<file path="src/rtl/packet_router.sv">
// ---------------------------------------------------------------------------
// packet_router
//   Routes a stream of 13-bit flits to one of four output FIFOs. Routing is
//   decided on the head flit of each packet. Later flits follow the locked
//   port until the eop flit arrives. Head flits of type 2'b11 cause the whole
//   packet to be discarded.
//
//   Flit layout: {dest[12:11], type[10:9], payload[8:1], eop[0]}
//
//   Parameters
//     FIFO_DEPTH   entries per output FIFO (power of two, 2..16)
//
//   Ports
//     clk          single clock, rising edge
//     rst_n        asynchronous active-low reset
//     in_valid     input flit valid
//     in_packet    input flit
//     in_ready     input flit accepted when in_valid && in_ready (combinational)
//     out_valid    per-port FIFO non-empty
//     out_packet   per-port head flit, port p at [13p+12:13p]
//     out_ready    per-port pop request, honoured only when out_valid[p]
//     pkt_count    completed packets routed
//     drop_count   completed packets dropped
//
//   Build option
//     PKT_ROUTER_STATS_EN  when defined, pkt_count/drop_count are live
//                          wrapping counters; otherwise they are tied to 0
//                          and no counter state exists.
// ---------------------------------------------------------------------------

// Per-port first-word-fall-through FIFO. The head entry is presented directly
// from storage, so a flit written at edge N is visible right after edge N.
module pr_fifo #(
  parameter int DEPTH = 4,
  parameter int W     = 13
) (
  input  logic         clk,
  input  logic         rst_n,
  input  logic         i_push,
  input  logic [W-1:0] i_data,
  input  logic         i_pop,
  output logic         o_valid,
  output logic         o_full,
  output logic [W-1:0] o_data
);
  localparam int AW = (DEPTH > 1) ? $clog2(DEPTH) : 1;

  logic [W-1:0]  r_mem [DEPTH];
  logic [AW-1:0] r_wptr;
  logic [AW-1:0] r_rptr;
  logic [AW:0]   r_cnt;

  logic w_empty;
  logic w_do_push;
  logic w_do_pop;

  assign w_empty   = (r_cnt == '0);
  assign o_full    = (r_cnt == (AW+1)'(DEPTH));
  assign o_valid   = !w_empty;
  assign o_data    = r_mem[r_rptr];

  // A full FIFO refuses the push even if the head is popped this cycle.
  assign w_do_push = i_push && !o_full;
  // Pops against an empty FIFO are ignored.
  assign w_do_pop  = i_pop && !w_empty;

  // DEPTH is a power of two, so the pointers wrap by natural overflow.
  always_ff @(posedge clk or negedge rst_n) begin
    if (!rst_n) begin
      r_wptr <= '0;
      r_rptr <= '0;
      r_cnt  <= '0;
    end else begin
      if (w_do_push) r_wptr <= r_wptr + 1'b1;
      if (w_do_pop)  r_rptr <= r_rptr + 1'b1;
      if (w_do_push && !w_do_pop)      r_cnt <= r_cnt + 1'b1;
      else if (w_do_pop && !w_do_push) r_cnt <= r_cnt - 1'b1;
    end
  end

  // Storage needs no reset: contents are only observed while non-empty.
  always_ff @(posedge clk) begin
    if (w_do_push) r_mem[r_wptr] <= i_data;
  end
endmodule

module packet_router #(
  parameter int FIFO_DEPTH = 4
) (
  input  logic        clk,
  input  logic        rst_n,
  input  logic        in_valid,
  input  logic [12:0] in_packet,
  output logic        in_ready,
  output logic [3:0]  out_valid,
  output logic [51:0] out_packet,
  input  logic [3:0]  out_ready,
  output logic [7:0]  pkt_count,
  output logic [7:0]  drop_count
);
  localparam int NUM_PORTS = 4;
  localparam int FLIT_W    = 13;

  typedef enum logic [1:0] {
    S_IDLE  = 2'd0,   // awaiting a head flit
    S_ROUTE = 2'd1,   // mid-packet, output port locked
    S_DROP  = 2'd2    // mid-packet, discarding
  } state_t;

  state_t r_state;
  logic [1:0] r_lock;

  logic [1:0] w_dest;
  logic [1:0] w_type;
  logic       w_eop;
  logic       w_head_drop;
  logic       w_rdy;
  logic       w_acc;
  logic       w_route;
  logic [1:0] w_tgt;

  logic [NUM_PORTS-1:0]             w_push;
  logic [NUM_PORTS-1:0]             w_full;
  logic [NUM_PORTS-1:0][FLIT_W-1:0] w_head;

  assign w_dest = in_packet[12:11];
  assign w_type = in_packet[10:9];
  assign w_eop  = in_packet[0];

  // A type-3 head discards the whole packet, whatever its dest says.
  assign w_head_drop = (r_state == S_IDLE) && (w_type == 2'b11);

  always_comb begin
    w_rdy = 1'b0;
    case (r_state)
      S_IDLE:  w_rdy = !w_full[w_dest] || (w_type == 2'b11);
      S_ROUTE: w_rdy = !w_full[r_lock];
      S_DROP:  w_rdy = 1'b1;
      default: w_rdy = 1'b0;
    endcase
  end

  // Nothing is accepted while reset is held.
  assign in_ready = rst_n && w_rdy;
  assign w_acc    = in_valid && in_ready;

  // Accepted flits either go to a FIFO (routed) or vanish (dropped).
  assign w_route = w_acc && ((r_state == S_ROUTE) ||
                             ((r_state == S_IDLE) && !w_head_drop));
  // Mid-packet flits ignore their own dest field.
  assign w_tgt   = (r_state == S_ROUTE) ? r_lock : w_dest;

  always_comb begin
    w_push = '0;
    for (int p = 0; p < NUM_PORTS; p++)
      w_push[p] = w_route && (w_tgt == 2'(p));
  end

  // Flit-level FSM. Single-flit packets (eop on the head) never leave IDLE.
  always_ff @(posedge clk or negedge rst_n) begin
    if (!rst_n) begin
      r_state <= S_IDLE;
      r_lock  <= '0;
    end else if (w_acc) begin
      case (r_state)
        S_IDLE: begin
          if (!w_head_drop) r_lock <= w_dest;
          if (!w_eop)       r_state <= w_head_drop ? S_DROP : S_ROUTE;
        end
        S_ROUTE, S_DROP: begin
          if (w_eop) r_state <= S_IDLE;
        end
        default: r_state <= S_IDLE;
      endcase
    end
  end

  for (genvar p = 0; p < NUM_PORTS; p++) begin : g_port
    pr_fifo #(
      .DEPTH (FIFO_DEPTH),
      .W     (FLIT_W)
    ) u_fifo (
      .clk     (clk),
      .rst_n   (rst_n),
      .i_push  (w_push[p]),
      .i_data  (in_packet),
      .i_pop   (out_ready[p]),
      .o_valid (out_valid[p]),
      .o_full  (w_full[p]),
      .o_data  (w_head[p])
    );
  end

  assign out_packet = w_head;

`ifdef PKT_ROUTER_STATS_EN
  logic [7:0] r_pkt_cnt;
  logic [7:0] r_drop_cnt;

  // A packet is counted when its eop flit is accepted; a dropped packet is
  // any accepted flit that did not go to a FIFO.
  always_ff @(posedge clk or negedge rst_n) begin
    if (!rst_n) begin
      r_pkt_cnt  <= '0;
      r_drop_cnt <= '0;
    end else begin
      if (w_route && w_eop)           r_pkt_cnt  <= r_pkt_cnt + 8'd1;
      if (w_acc && !w_route && w_eop) r_drop_cnt <= r_drop_cnt + 8'd1;
    end
  end

  assign pkt_count  = r_pkt_cnt;
  assign drop_count = r_drop_cnt;
`else
  assign pkt_count  = 8'h00;
  assign drop_count = 8'h00;
`endif
endmodule

</file>
<file path="config.mk">
export PLATFORM = sky130hd
export DESIGN_NAME = packet_router
export DESIGN_NICKNAME = d
export VERILOG_FILES = /design/src/rtl/packet_router.sv
export SDC_FILE = /design/constraint.sdc
export NUM_CORES = 1
export LEC_CHECK = 0
export CAP_MARGIN = 20
export CORE_UTILIZATION = 50
export CTS_BUF_LIST = sky130_fd_sc_hd__clkbuf_8
export DETAILED_ROUTE_END_ITERATION = 12
export GPL_TIMING_DRIVEN = 0
export PLACE_DENSITY_LB_ADDON = 0.15
export SLEW_MARGIN = 15
export SYNTH_ARGS = -nofsm -noshare
export SYNTH_HDL_FRONTEND = slang
export SYNTH_SLANG_ARGS = --single-unit
</file>
<file path="constraint.sdc">
create_clock -name clk -period 3.6 [get_ports clk]
set_clock_uncertainty 0.15 [all_clocks]
set_input_delay 0.9 -clock clk [delete_from_list [all_inputs] [get_ports clk]]
set_output_delay 0.9 -clock clk [all_outputs]
set_load 0.01 [all_outputs]
</file>
; ---- Word-level counts from Yosys, hierarchy flattened
; Memories as Yosys holds them, arrays and structs flattened.
; Index checks and enable logic that the tools add are counted.
[totals]
regBits = 32
ram_bits = 208
elab_cells = 134
mem_count = 4
[memory_table]
columns = name, depth, width, read_ports, rd_ports_with_merged_regs, write_ports, line_no
row1 = g_port[0].u_fifo.r_mem, 4, 13, 1, 0, 1, 48  ; logic [W-1:0] r_mem [DEPTH];
row2 = g_port[1].u_fifo.r_mem, 4, 13, 1, 0, 1, 48
row3 = g_port[2].u_fifo.r_mem, 4, 13, 1, 0, 1, 48
row4 = g_port[3].u_fifo.r_mem, 4, 13, 1, 0, 1, 48
[classes]
n_addsub = 16
magnitude_cmp = 2
eq_ne = 12
muxes = 26
n_bitwise = 1
reduce_logical = 59
[op_table]
columns = operator, n
row1 = logical AND 1 bit, 25
row2 = 2-to-1 mux 3 bit, 8
row3 = logical NOT 1 bit, 19
row4 = adder 2 x 1 -> 2 bit (second input constant), 8
row5 = adder 3 x 1 -> 3 bit (second input constant), 4
row6 = == test 3 bit (second input constant), 4
row7 = logical NOT 3 bit, 4
row8 = subtractor 3 x 1 -> 3 bit (second input constant), 4
row9 = 2-to-1 mux 1 bit, 10
row10 = == test 2 bit (second input constant), 4
row11 = 2-to-1 mux 2 bit, 4
row12 = nonzero test 2 bit, 4
row13 = < comparator 2 x 3 -> 1 bit (second input constant), 2
row14 = AND reduction 3 bit, 2
row15 = binary-select mux 1 bit (select 2 bit), 2
row16 = == test 2 x 1 -> 1 bit (second input constant), 2
row17 = logical NOT 2 bit, 2
row18 = != test 2 bit (second input constant), 2
row19 = one-hot mux 2 bit (2 select lines), 1
row20 = one-hot mux 1 bit (3 select lines), 1
row21 = logical OR 1 bit, 2
row22 = OR reduction 2 bit, 1
row23 = NOT 1 bit, 1

; ---- Depth between registers and ports, before layout
; Gate-level depths: netlist of the first run.
[depth]
ltp_word = 15
depth_mapped = 12

; ---- Hierarchy
; A second synthesis of the first run with hierarchy kept.
[hier_totals]
hier_cells = 479
hier_area_um2 = 9873.2
[by_module_without_submodules]
columns = module, instances, cells_each, area_per_inst_um2, seq_area_each_um2
row1 = pr_fifo, 4, 103, 2326.0, 1736.7
row2 = packet_router, 1, 67, 569.3, 100.1

; ---- Worst setup path before layout of the first run
; No wires, ideal clock.
[synth_timing]
path_type = input to register
start = input in_packet[11]
end = register g_port[0].u_fifo.r_cnt[2]
arrival_time_ns = 2.848
required_ns = 3.371
slack_ns = 0.523
stages = 9
path_cell_list = clkbuf_1 or3_1 a211oi_2 ha_1 inv_1 fa_1 xor2_1 nor2_1 xor2_1
[synth_via]
elab_chain_len = 13
[synth_lines]
columns = element, line_no
row1 = "start, declared", 93  ; input logic [12:0] in_packet,
row2 = binary-select mux 1 bit (select 2 bit), 136  ; S_IDLE: w_rdy = !w_full[w_dest] || (w_type == 2'b11);
row3 = 2-to-1 mux 1 bit (implied by the code), 136
row4 = logical NOT 1 bit, 136
row5 = logical OR 1 bit, 136
row6 = one-hot mux 1 bit (3 select lines), 135  ; case (r_state)
row7 = logical AND 1 bit, 144  ; assign in_ready = rst_n && w_rdy;
row8 = logical AND 1 bit, 145  ; assign w_acc = in_valid && in_ready;
row9 = logical AND 1 bit, 148  ; assign w_route = w_acc && ((r_state == S_ROUTE) ||
row10 = logical AND 1 bit (*), 156  ; w_push[p] = w_route && (w_tgt == 2'(p));
row11 = logical AND 1 bit (*), 63  ; assign w_do_push = i_push && !o_full;
row12 = net g_port[0].u_fifo.w_do_push, 54  ; logic w_do_push;
row13 = logical NOT 1 bit, 77  ; else if (w_do_pop && !w_do_push) r_cnt <= r_cnt - 1'b1;
row14 = logical AND 1 bit, 77
row15 = nonzero test 2 bit (no line), n/a
row16 = "end signal, assigned", 76  ; if (w_do_push && !w_do_pop) r_cnt <= r_cnt + 1'b1;
row17 = "end signal, assigned", 77
row18 = "end, declared", 51  ; logic [AW:0] r_cnt;
; Mark *: on every way through the listed nets, which the timed path passes. The rest lies on a longest branch. The select of a mux whose other input is x is not followed.
; A chain may end at the register's enable or synchronous reset.

; ---- Worst setup path after layout of the first run
[layout_timing]
start = register r_state[1]
end = output in_ready
[layout_via]
elab_chain_len = 3
[layout_lines]
columns = element, line_no
row1 = "start, declared", 110  ; state_t r_state;
row2 = "start signal, assigned", 168  ; if (!w_eop) r_state <= w_head_drop ? S_DROP : S_ROUTE;
row3 = "== test 2 bit, or another cell as far along", 135
row4 = one-hot mux 1 bit (3 select lines) (*), 135
row5 = logical AND 1 bit (*), 144
row6 = "end, declared", 94  ; output logic in_ready,
; Every way passes the cells marked *; elsewhere a longest branch is shown, timed or not.

==> run summary, run 1 <==
==================================================================================
Maximum clock rate                                                         284 MHz
Number of hold violations in the final report                                    0
Number of buffers added on ports                                                76
Clock Sinks                                                                    240
Fraction of the core area covered by cells at the end of the flow            61.5%
PD cells                                                               716 nW/um^2
Leading cell type in the layout, fill and taps excluded                   edfxtp_1
Total overflow reported by the global router                                     0
Number of DRC markers after the initial detailed-route iteration               318
Number of warning messages in the yosys log                                      0
Cell count after placement                                                     844
Max-slew headroom                                                            37.9%
Top-area cell type share of the netlist area                                 64.1%
Portion of the post-synthesis area used by sequential elements               72.4%
Die Width                                                                   142 um
Cell type contributing the most total cell area after synthesis           edfxtp_1
Fraction of the cycle the final worst path needs                             97.7%
Cell types with the largest area share after synthesis                edfxtp_1 64%, mux4_2 12%, dfrtp_1 8.2%
CTS buffer count                                                                38
Flip-flop and latch count after synthesis                                      240
Max_cap viols                                                                    0
Gate count after technology mapping                                            492
Maximum number of pins on one net before global-route repair                    31
Leading register cell type out of synthesis                               edfxtp_1
Antenna fix cells                                                                0
Dpl cell area                                                          10900 sq um
Final critical-path required period                                        3.52 ns
Classification of the worst setup path                                register to output port
Post-synth EDFFs                                                               208
Average routed wire per standard cell                                      20.0 um
H-tree lvl count                                                                 2
Initial standard-cell utilization of the core                                51.5%
Slew at the pin closest to its max-slew limit                             0.929 ns
Layout Nets                                                                    669
Final design instance area without fill                                11600 sq um
Placer's final routability congestion estimate                               0.728
Number of top-level pins                                                        93
Global-route wire length before repair                                    28400 um
Initial antenna violation count                                                  0
Total wirelength of the detailed-routed design                            18100 um
DR pass1 iterations                                                              4
Asr flop ratio synth                                                         13.3%
Final Instance Count excl. Fillers                                             907
Synth cell types                                                                43
Data required time of the worst path                                       2.55 ns
Commonest cells after routing, fill and taps aside                    208 x edfxtp_1, 70 x clkdlybuf4s50_1, 52 x mux4_2
Reported leakage power                                                     4.06 nW
DRC viols                                                                        0
Synth Cell Area                                                         9740 sq um
Worst EP arrival                                                           2.47 ns
Floorplan core area                                                    18900 sq um
Clk_lat worst skew                                                         0.51 ns
CTS max path bufs                                                                3
Type of origin of the critical path                                       register
Result of the run                                                     finished clean
Critical Path Fanout Max                                                        10
Estimated wirelength of the detail-placed design                          11300 um
Signed area change from the synthesized netlist to the final layout          19.3%
Aggregate global-route resource usage                                        19.4%
Clock-pin transition on the worst setup and hold timing paths              0.06 ns
RSZ-0062 raised after global routing                                          true
Share of final-layout standard cells stronger than drive strength 1          23.5%
Count of final max-slew check failures                                           0
Vias after detailed routing                                                   4769
Cell chosen for the clock root                                            clkbuf_8
Routed vias/inst                                                              5.26
# setup viols final                                                              0
Peak supply drop                                                          0.407 mV
Total Neg Setup Slack                                                         0 ns
Min-Delay Path Class                                                  input port to asynchronous set/reset pin
Floorplan row count                                                             50
Vertical die dimension                                                      142 um
Antenna violation net count after detailed routing                               0
Die Footprint                                                          20000 sq um
TritonCTS clock tree                                                         built
Mapped Avg Cell Area                                                    19.8 sq um
Total design power                                                         8.32 mW
CP endpoint kind                                                       output port
Vias in the first global route                                                5065
==================================================================================
## final timing paths
kind	start	slack (ns)	to	depth (start not counted)
worst max register to register	r_state[0]	0.39	g_port[0].u_fifo.r_cnt[2]	11
worst max-delay path	r_state[1]	0.08	in_ready	8
max in group asynchronous	rst_n	2.83	g_port[0].u_fifo.r_rptr[0]	2
worst min-delay path	rst_n	0.05	g_port[1].u_fifo.r_wptr[1]	1
min in group clk	g_port[0].u_fifo.r_cnt[2]	0.34	g_port[0].u_fifo.r_cnt[2]	1
worst min register to register	g_port[0].u_fifo.r_cnt[2]	0.34	g_port[0].u_fifo.r_cnt[2]	1
## kinds of logic after synthesis
family | Yosys count | synth area share (%)
compound gates | 26 | 1.98
other cells | 1 | 0.0385
mux | 57 | 12.6
simple gates | 64 | 4.06
fa+ha+maj | 28 | 3.91
xor+xnor | 24 | 2.16
buf+inv | 52 | 2.86
flops | 240 | 72.4
## cell type report
type	instances	area, sq um
plain buffers	29	206
clock buffers	41	564
clock inverters	25	150
fillers	1378	7270
inverters	18	67.6
multi-input cells	215	2470
flip-flops and latches	240	7050
well taps	260	325
repair buffers	79	782
## Yosys cell counts, types with 2 or more instances
cell type    n
fa_1         4
clkbuf_1     9
a31oi_1      3
mux2_2       4
nor4b_1      2
o21ai_0      6
inv_1       18
nor2_1       6
buf_2        4
a211oi_2     3
or3_1        5
o21ai_1      3
xnor2_1     16
nand3_1      6
or3b_1       2
and2_1      16
buf_4       21
mux4_2      52
nor3b_1      3
edfxtp_1   208
xor2_1       8
dfrtp_1     32
a21oi_1      2
ha_1        24
a211oi_1     2
nand2_1     15
a21oi_2      2
## metrics by stage
step | setup WS (ns) | hold WS, ns
global route | -0.0820 | 0.0205
detailed placement | -0.954 | 0.337
global placement | -1.47 | 0.316
CTS | 0.00705 | 0.0167
finish | 0.0846 | 0.0546
floorplan | 0.523 | 0.299
## layer usage
layer	part of all wire, %	track usage [%]
met4	2.1	7.19
met1	43	26.5
met5	0	0
met3	6.4	4.32
met2	49	30.7
## power by group
| group | total, mW | internal [mW] | leakage, nW | switching (mW) |
|---|---|---|---|---|
| clock network | 2.17 | 1.19 | 0.414 | 0.986 |
| registers | 3.56 | 3.26 | 2.24 | 0.301 |
| logic | 2.59 | 1.48 | 1.41 | 1.11 |
## critical path, stage by stage (launching register included)
cell and delay (ns):
dfrtp_1 0.41, inv_1 0.11, ha_1 0.15, buf_4 0.15, or3b_1 0.40, a21oi_2 0.19, nor4_4 0.08, a21oi_1 0.16
dlygate4sd2_1 0.29
## registers in the layout, indices dropped and copies added, names as in the netlist
register / count
r_lock: 2
g_port.u_fifo.r_mem: 208
g_port.u_fifo.r_wptr: 8
r_state: 2
g_port.u_fifo.r_rptr: 8
g_port.u_fifo.r_cnt: 12
## repair_timing
action / 4_1_cts / 5_1_grt
buffers inserted: 0 / 2
hold buffers: 0 / 0
setup endpoints to repair: 119 / 32
resized for setup: 21 / 11
pin swaps: 0 / 1
No activity file was read; power rests on OpenSTA's default activity.
==> inputs of run 2 (changes only) <==
--- a/config.mk
+++ b/config.mk
@@ -9,7 +9,6 @@
 export CORE_UTILIZATION = 50
 export CTS_BUF_LIST = sky130_fd_sc_hd__clkbuf_8
 export DETAILED_ROUTE_END_ITERATION = 12
-export GPL_TIMING_DRIVEN = 0
 export PLACE_DENSITY_LB_ADDON = 0.15
 export SLEW_MARGIN = 15
 export SYNTH_ARGS = -nofsm -noshare
==> run summary, run 2 (synthesis gave the netlist of run 1 again) <==
==================================================================================
Metal3 WL                                                                  1100 um
Maximum clock rate                                                         290 MHz
Fraction of the cycle the final worst path needs                             95.7%
Critical Path Fanout Max                                                         7
Layout Nets                                                                    682
TritonCTS clock tree                                                         built
Longest individual stage delay on the worst path                           0.41 ns
Total Neg Setup Slack                                                         0 ns
Aggregate global-route resource usage                                        19.7%
Die Width                                                                   142 um
Min-Delay Path Class                                                  input port to asynchronous set/reset pin
Total wirelength of the detailed-routed design                            18700 um
Estimated wirelength of the detail-placed design                          11900 um
Result of the run                                                     finished clean
Placer's final routability congestion estimate                               0.776
Initial antenna violation count                                                  0
Leading cell type in the layout, fill and taps excluded                   edfxtp_1
Slew at the pin closest to its max-slew limit                             0.869 ns
Share of final-layout standard cells stronger than drive strength 1          24.2%
Critical Path, Cell by Cell                                           inv_1, ha_2, or3b_1, a21oi_2, nor4_4, a21oi_1, dlygate4sd2_1
Maximum number of pins on one net before global-route repair                    33
RSZ-0062 raised after global routing                                         false
Largest register by flop count                                        g_port.u_fifo.r_mem
Floorplan core area                                                    18900 sq um
Die Footprint                                                          20000 sq um
Commonest cells after routing, fill and taps aside                    208 x edfxtp_1, 71 x clkdlybuf4s50_1, 52 x mux4_2
Number of DRC markers after the initial detailed-route iteration               337
Worst hold slack                                                          0.312 ns
Final design instance area without fill                                11900 sq um
Flip-flop count of the largest register after layout                           208
CTS buffer count                                                                40
Fill cell instance count of the final layout                                  1369
Clock-pin transition on the worst setup and hold timing paths              0.05 ns
DR pass1 iterations                                                              4
Global-route wire length before repair                                    28700 um
Dpl cell area                                                          11200 sq um
Worst EP arrival                                                           2.40 ns
DRC viols                                                                        0
PD cells                                                               697 nW/um^2
Reported leakage power                                                     4.21 nW
Number of buffers added on ports                                                76
Classification of the worst setup path                                register to output port
Number of top-level pins                                                        93
Antenna fix cells                                                                0
Signed area change from the synthesized netlist to the final layout          22.0%
Count of hold buffers inserted by post-cts repair                                0
# setup viols final                                                              0
Clk_lat worst skew                                                         0.52 ns
Uppermost layer routed                                                        met4
Total overflow reported by the global router                                     0
Number of hold violations in the final report                                    0
Worst Reg-to-Reg Cells                                                          12
Clock Sinks                                                                    240
Top flop regs                                                         g_port.u_fifo.r_mem x208, g_port.u_fifo.r_cnt x12
Max-slew headroom                                                            41.9%
Initial standard-cell utilization of the core                                51.5%
Vertical die dimension                                                      142 um
Average routed wire per standard cell                                      20.2 um
Vias in the first global route                                                5117
Routed vias/inst                                                              5.25
Total design power                                                         8.28 mW
Peak supply drop                                                          0.355 mV
CP endpoint kind                                                       output port
Data required time of the worst path                                       2.55 ns
Floorplan row count                                                             50
Met1 WL                                                                    7860 um
Type of origin of the critical path                                       register
Routed met2 length                                                         9320 um
CTS max path bufs                                                                3
Count of final max-slew check failures                                           0
Vias after detailed routing                                                   4853
H-tree lvl count                                                                 2
Cell chosen for the clock root                                            clkbuf_8
Final critical-path required period                                        3.45 ns
Antenna violation net count after detailed routing                               0
Standard cell with the maximum stage delay on the critical path            dfrtp_1
Max_cap viols                                                                    0
==================================================================================
-- run 2: changes by cell type in the layout (fill, tap and decap cells not counted), moves of 3 or more --
cell,previous run,this run
dfrtp_1,28,32
inv_1,33,37
clkbuf_8,41,45
clkinv_2,0,3
clkbuf_2,3,0
buf_12,1,13
buf_4,27,30
dfrtp_2,4,0
-- run 2: worst paths after layout --
check | start | endpoint | slack [ns]
setup reg to reg | r_state[1] | g_port[2].u_fifo.r_cnt[2] | 0.70
hold / removal | rst_n | g_port[1].u_fifo.r_cnt[1] | 0.31
hold reg to reg | g_port[1].u_fifo.r_cnt[2] | g_port[1].u_fifo.r_cnt[2] | 0.35
setup / recovery | r_state[1] | in_ready | 0.15
max in group asynchronous | rst_n | g_port[0].u_fifo.r_wptr[0] | 2.66
min in group clk | g_port[1].u_fifo.r_cnt[2] | g_port[1].u_fifo.r_cnt[2] | 0.35
-- run 2: final cells by class --
type,instances,area (sq um),share of cell area [%]
timing repair buffer,119,1240,10.4
multi-input combinational,215,2470,20.8
inverter,18,67.6,0.568
sequential,240,7050,59.3
clock buffer,45,619,5.21
clock inverter,28,114,0.958
tap,260,325,2.74
-- run 2: where the power goes --
part           switching [mW]  internal, mW
logic                    1.05          1.47
registers               0.354          3.25
clock network            1.01          1.14
-- run 2: repair_timing --
item / CTS / global route
pin swaps: 0 / 0
gates resized for setup: 3 / 2
buffers inserted: 0 / 0
endpoints found under the hold margin: 0 / 0
endpoints found under the setup margin: 1 / 1
-- run 2: routing by layer --
metal,GRT usage (%),vias up
met5,0,-
met1,26.3,2500
met3,3.91,31
met2,32.0,139
li1,-,2183
met4,7.98,0
-- run 2: per-stage QoR --
step	cells	utilization, %	setup slack [ns]
3_5_place_dp	852	59.0	-0.280
2_1_floorplan	507	-	0.523
3_3_place_gp	852	59.0	-0.229
5_1_grt	925	62.9	0.00698
4_1_cts	925	62.9	0.0387
6_report	925	62.9	0.154
-- run 2: worst max-delay path: cells and delay by family, from the launching register on --
kind | cells | cell delay (ns)
flip-flops | 1 | 0.41
buffers and inverters | 2 | 0.41
AO/OA/AOI/OAI | 2 | 0.35
adder cells (fa/ha/maj) | 1 | 0.26
AND/OR/NAND/NOR | 2 | 0.45
==> inputs of run 3 (changes only) <==
--- a/config.mk
+++ b/config.mk
@@ -6,7 +6,7 @@
 export NUM_CORES = 1
 export LEC_CHECK = 0
 export CAP_MARGIN = 20
-export CORE_UTILIZATION = 50
+export CORE_UTILIZATION = 34
 export CTS_BUF_LIST = sky130_fd_sc_hd__clkbuf_8
 export DETAILED_ROUTE_END_ITERATION = 12
 export PLACE_DENSITY_LB_ADDON = 0.15
@@ -14,3 +14,4 @@
 export SYNTH_ARGS = -nofsm -noshare
 export SYNTH_HDL_FRONTEND = slang
 export SYNTH_SLANG_ARGS = --single-unit
+export TNS_END_PERCENT = 50
==> run summary, run 3 (synthesis gave the netlist of run 1 again) <==
==================================================================================
Flip-flop count of the largest register after layout                           208
CP endpoint kind                                                       output port
Number of hold violations in the final report                                    0
Result of the run                                                     finished clean
Vertical die dimension                                                      171 um
Worst EP arrival                                                           2.44 ns
CP startpoint                                                         in_packet[11]
Routed vias/inst                                                              4.68
Clock-pin transition on the worst setup and hold timing paths              0.05 ns
Maximum number of pins on one net before global-route repair                    19
Fraction of the cycle the final worst path needs                             97.0%
Estimated wirelength of the detail-placed design                          12700 um
# setup viols final                                                              0
Min-Delay Path Class                                                  input port to asynchronous set/reset pin
Total wirelength of the detailed-routed design                            20100 um
Count of hold buffers inserted by post-cts repair                                0
Die Footprint                                                          29300 sq um
Total overflow reported by the global router                                     0
CTS buffer count                                                                40
Final critical-path required period                                        3.49 ns
Aggregate global-route resource usage                                        14.1%
Global-route wire length before repair                                    30000 um
Worst Reg-to-Reg Cells                                                          11
Vias in the first global route                                                5035
DP Worst Slack                                                           -0.421 ns
Max_cap viols                                                                    0
Reported leakage power                                                     4.15 nW
Type of origin of the critical path                                     input port
Critical register-to-register path endpoint                           g_port[3].u_fifo.r_cnt[2]
Floorplan row count                                                             61
Worst reg2reg startpoint                                                r_state[1]
Signed area change from the synthesized netlist to the final layout          22.8%
Number of buffers added on ports                                                76
Count of final max-slew check failures                                           0
PD cells                                                               688 nW/um^2
Maximum clock rate                                                         286 MHz
Max-slew headroom                                                            41.9%
Cell chosen for the clock root                                            clkbuf_8
Initial standard-cell utilization of the core                                34.8%
Vias after detailed routing                                                   4864
Peak supply drop                                                          0.205 mV
Clock Sinks                                                                    240
Data required time of the worst path                                       2.55 ns
Commonest cells after routing, fill and taps aside                    208 x edfxtp_1, 73 x clkdlybuf4s50_1, 52 x mux4_2
RSZ-0062 raised after global routing                                         false
Share of final-layout standard cells stronger than drive strength 1          23.9%
Placer's final routability congestion estimate                               0.730
TritonCTS clock tree                                                         built
H-tree lvl count                                                                 2
Clk_lat worst skew                                                         0.52 ns
Initial antenna violation count                                                  0
Termination of the worst setup path                                       in_ready
Fill cell instance count of the final layout                                  2498
Antenna fix cells                                                                0
Total Neg Setup Slack                                                         0 ns
Worst setup slack for register-to-register paths                           0.63 ns
Layout Nets                                                                    681
Final setup slack of the worst path                                       0.109 ns
Number of top-level pins                                                        93
Slew at the pin closest to its max-slew limit                             0.869 ns
DR pass1 iterations                                                              4
Classification of the worst setup path                                input port to output port
Die Width                                                                   171 um
Antenna violation net count after detailed routing                               0
Largest register by flop count                                        g_port.u_fifo.r_mem
Average routed wire per standard cell                                      19.4 um
Critical Path Fanout Max                                                        11
CTS max path bufs                                                                3
Leading cell type in the layout, fill and taps excluded                   edfxtp_1
Number of DRC markers after the initial detailed-route iteration               283
DRC viols                                                                        0
Total design power                                                         8.22 mW
Floorplan core area                                                    28000 sq um
Top flop regs                                                         g_port.u_fifo.r_mem x208, g_port.u_fifo.r_cnt x12
==================================================================================
run 3: cell count changes in the layout (fill, tap and decap cells not counted), sizes merged:
cell / before / now
clkdlybuf4s50: 71 / 73
dlygate4sd2: 3 / 0
inv: 38 / 31
clkinv: 8 / 16
clkbuf: 45 / 41
run 3: worst min path at each step:
| stage | cells after the start | from | to |
|---|---|---|---|
| global route | 2 | rst_n | g_port[1].u_fifo.r_cnt[2] |
| global placement | 1 | g_port[0].u_fifo.r_cnt[2] | g_port[0].u_fifo.r_cnt[2] |
| detailed placement | 1 | g_port[0].u_fifo.r_cnt[2] | g_port[0].u_fifo.r_cnt[2] |
| floorplan | 1 | g_port[0].u_fifo.r_cnt[2] | g_port[0].u_fifo.r_cnt[2] |
| finish | 2 | rst_n | g_port[1].u_fifo.r_cnt[2] |
| CTS | 2 | rst_n | g_port[1].u_fifo.r_cnt[2] |
run 3: area by class of cell:
cell class,count,area [sq um],area share [%]
Inverter,18,67.6,0.565
Tap cell,378,473,3.96
Timing Repair Buffer,118,1200,10.0
Clock buffer,41,564,4.72
Sequential cell,240,7050,59.0
Multi-Input combinational cell,215,2490,20.8
Clock inverter,29,113,0.942
run 3: repair_timing:
action,CTS,global route
resized for setup,10,1
buffers inserted,1,0
setup endpoints to repair,7,1
pin swaps,1,1
run 3: critical path, cell delays in order:
cell and delay, ns:
clkdlybuf4s50_1 0.48, buf_6 0.15, buf_6 0.15, a211oi_1 0.07
buf_4 0.15, nor4_4 0.28, a21oi_2 0.09, buf_2 0.15
run 3: through the flow:
stage	util (%)	instance area [sq um]	hold slack [ns]	cells
2_1_floorplan	-	9800	0.299	507
3_3_place_gp	40.1	11200	0.316	968
3_5_place_dp	40.1	11200	0.328	968
4_1_cts	42.7	12000	0.181	1039
5_1_grt	42.7	12000	0.213	1039
6_report	42.7	12000	0.220	1039
run 3: report_power, final:
group | switching [mW] | total [mW] | internal, mW
registers | 0.385 | 3.63 | 3.25
logic | 1.05 | 2.52 | 1.47
clock network | 1.02 | 2.07 | 1.05
run 3: routing by layer:
| layer | GRT usage (%) | share of wire [%] | wire, um | vias up |
|---|---|---|---|---|
| met5 | 0 | 0 | 0 | - |
| met4 | 4.74 | 2.1 | 414 | 0 |
| met3 | 3.22 | 5.0 | 999 | 38 |
| met2 | 23.5 | 49 | 9910 | 124 |
| met1 | 18.2 | 44 | 8820 | 2526 |
| li1 | - | - | - | 2176 |
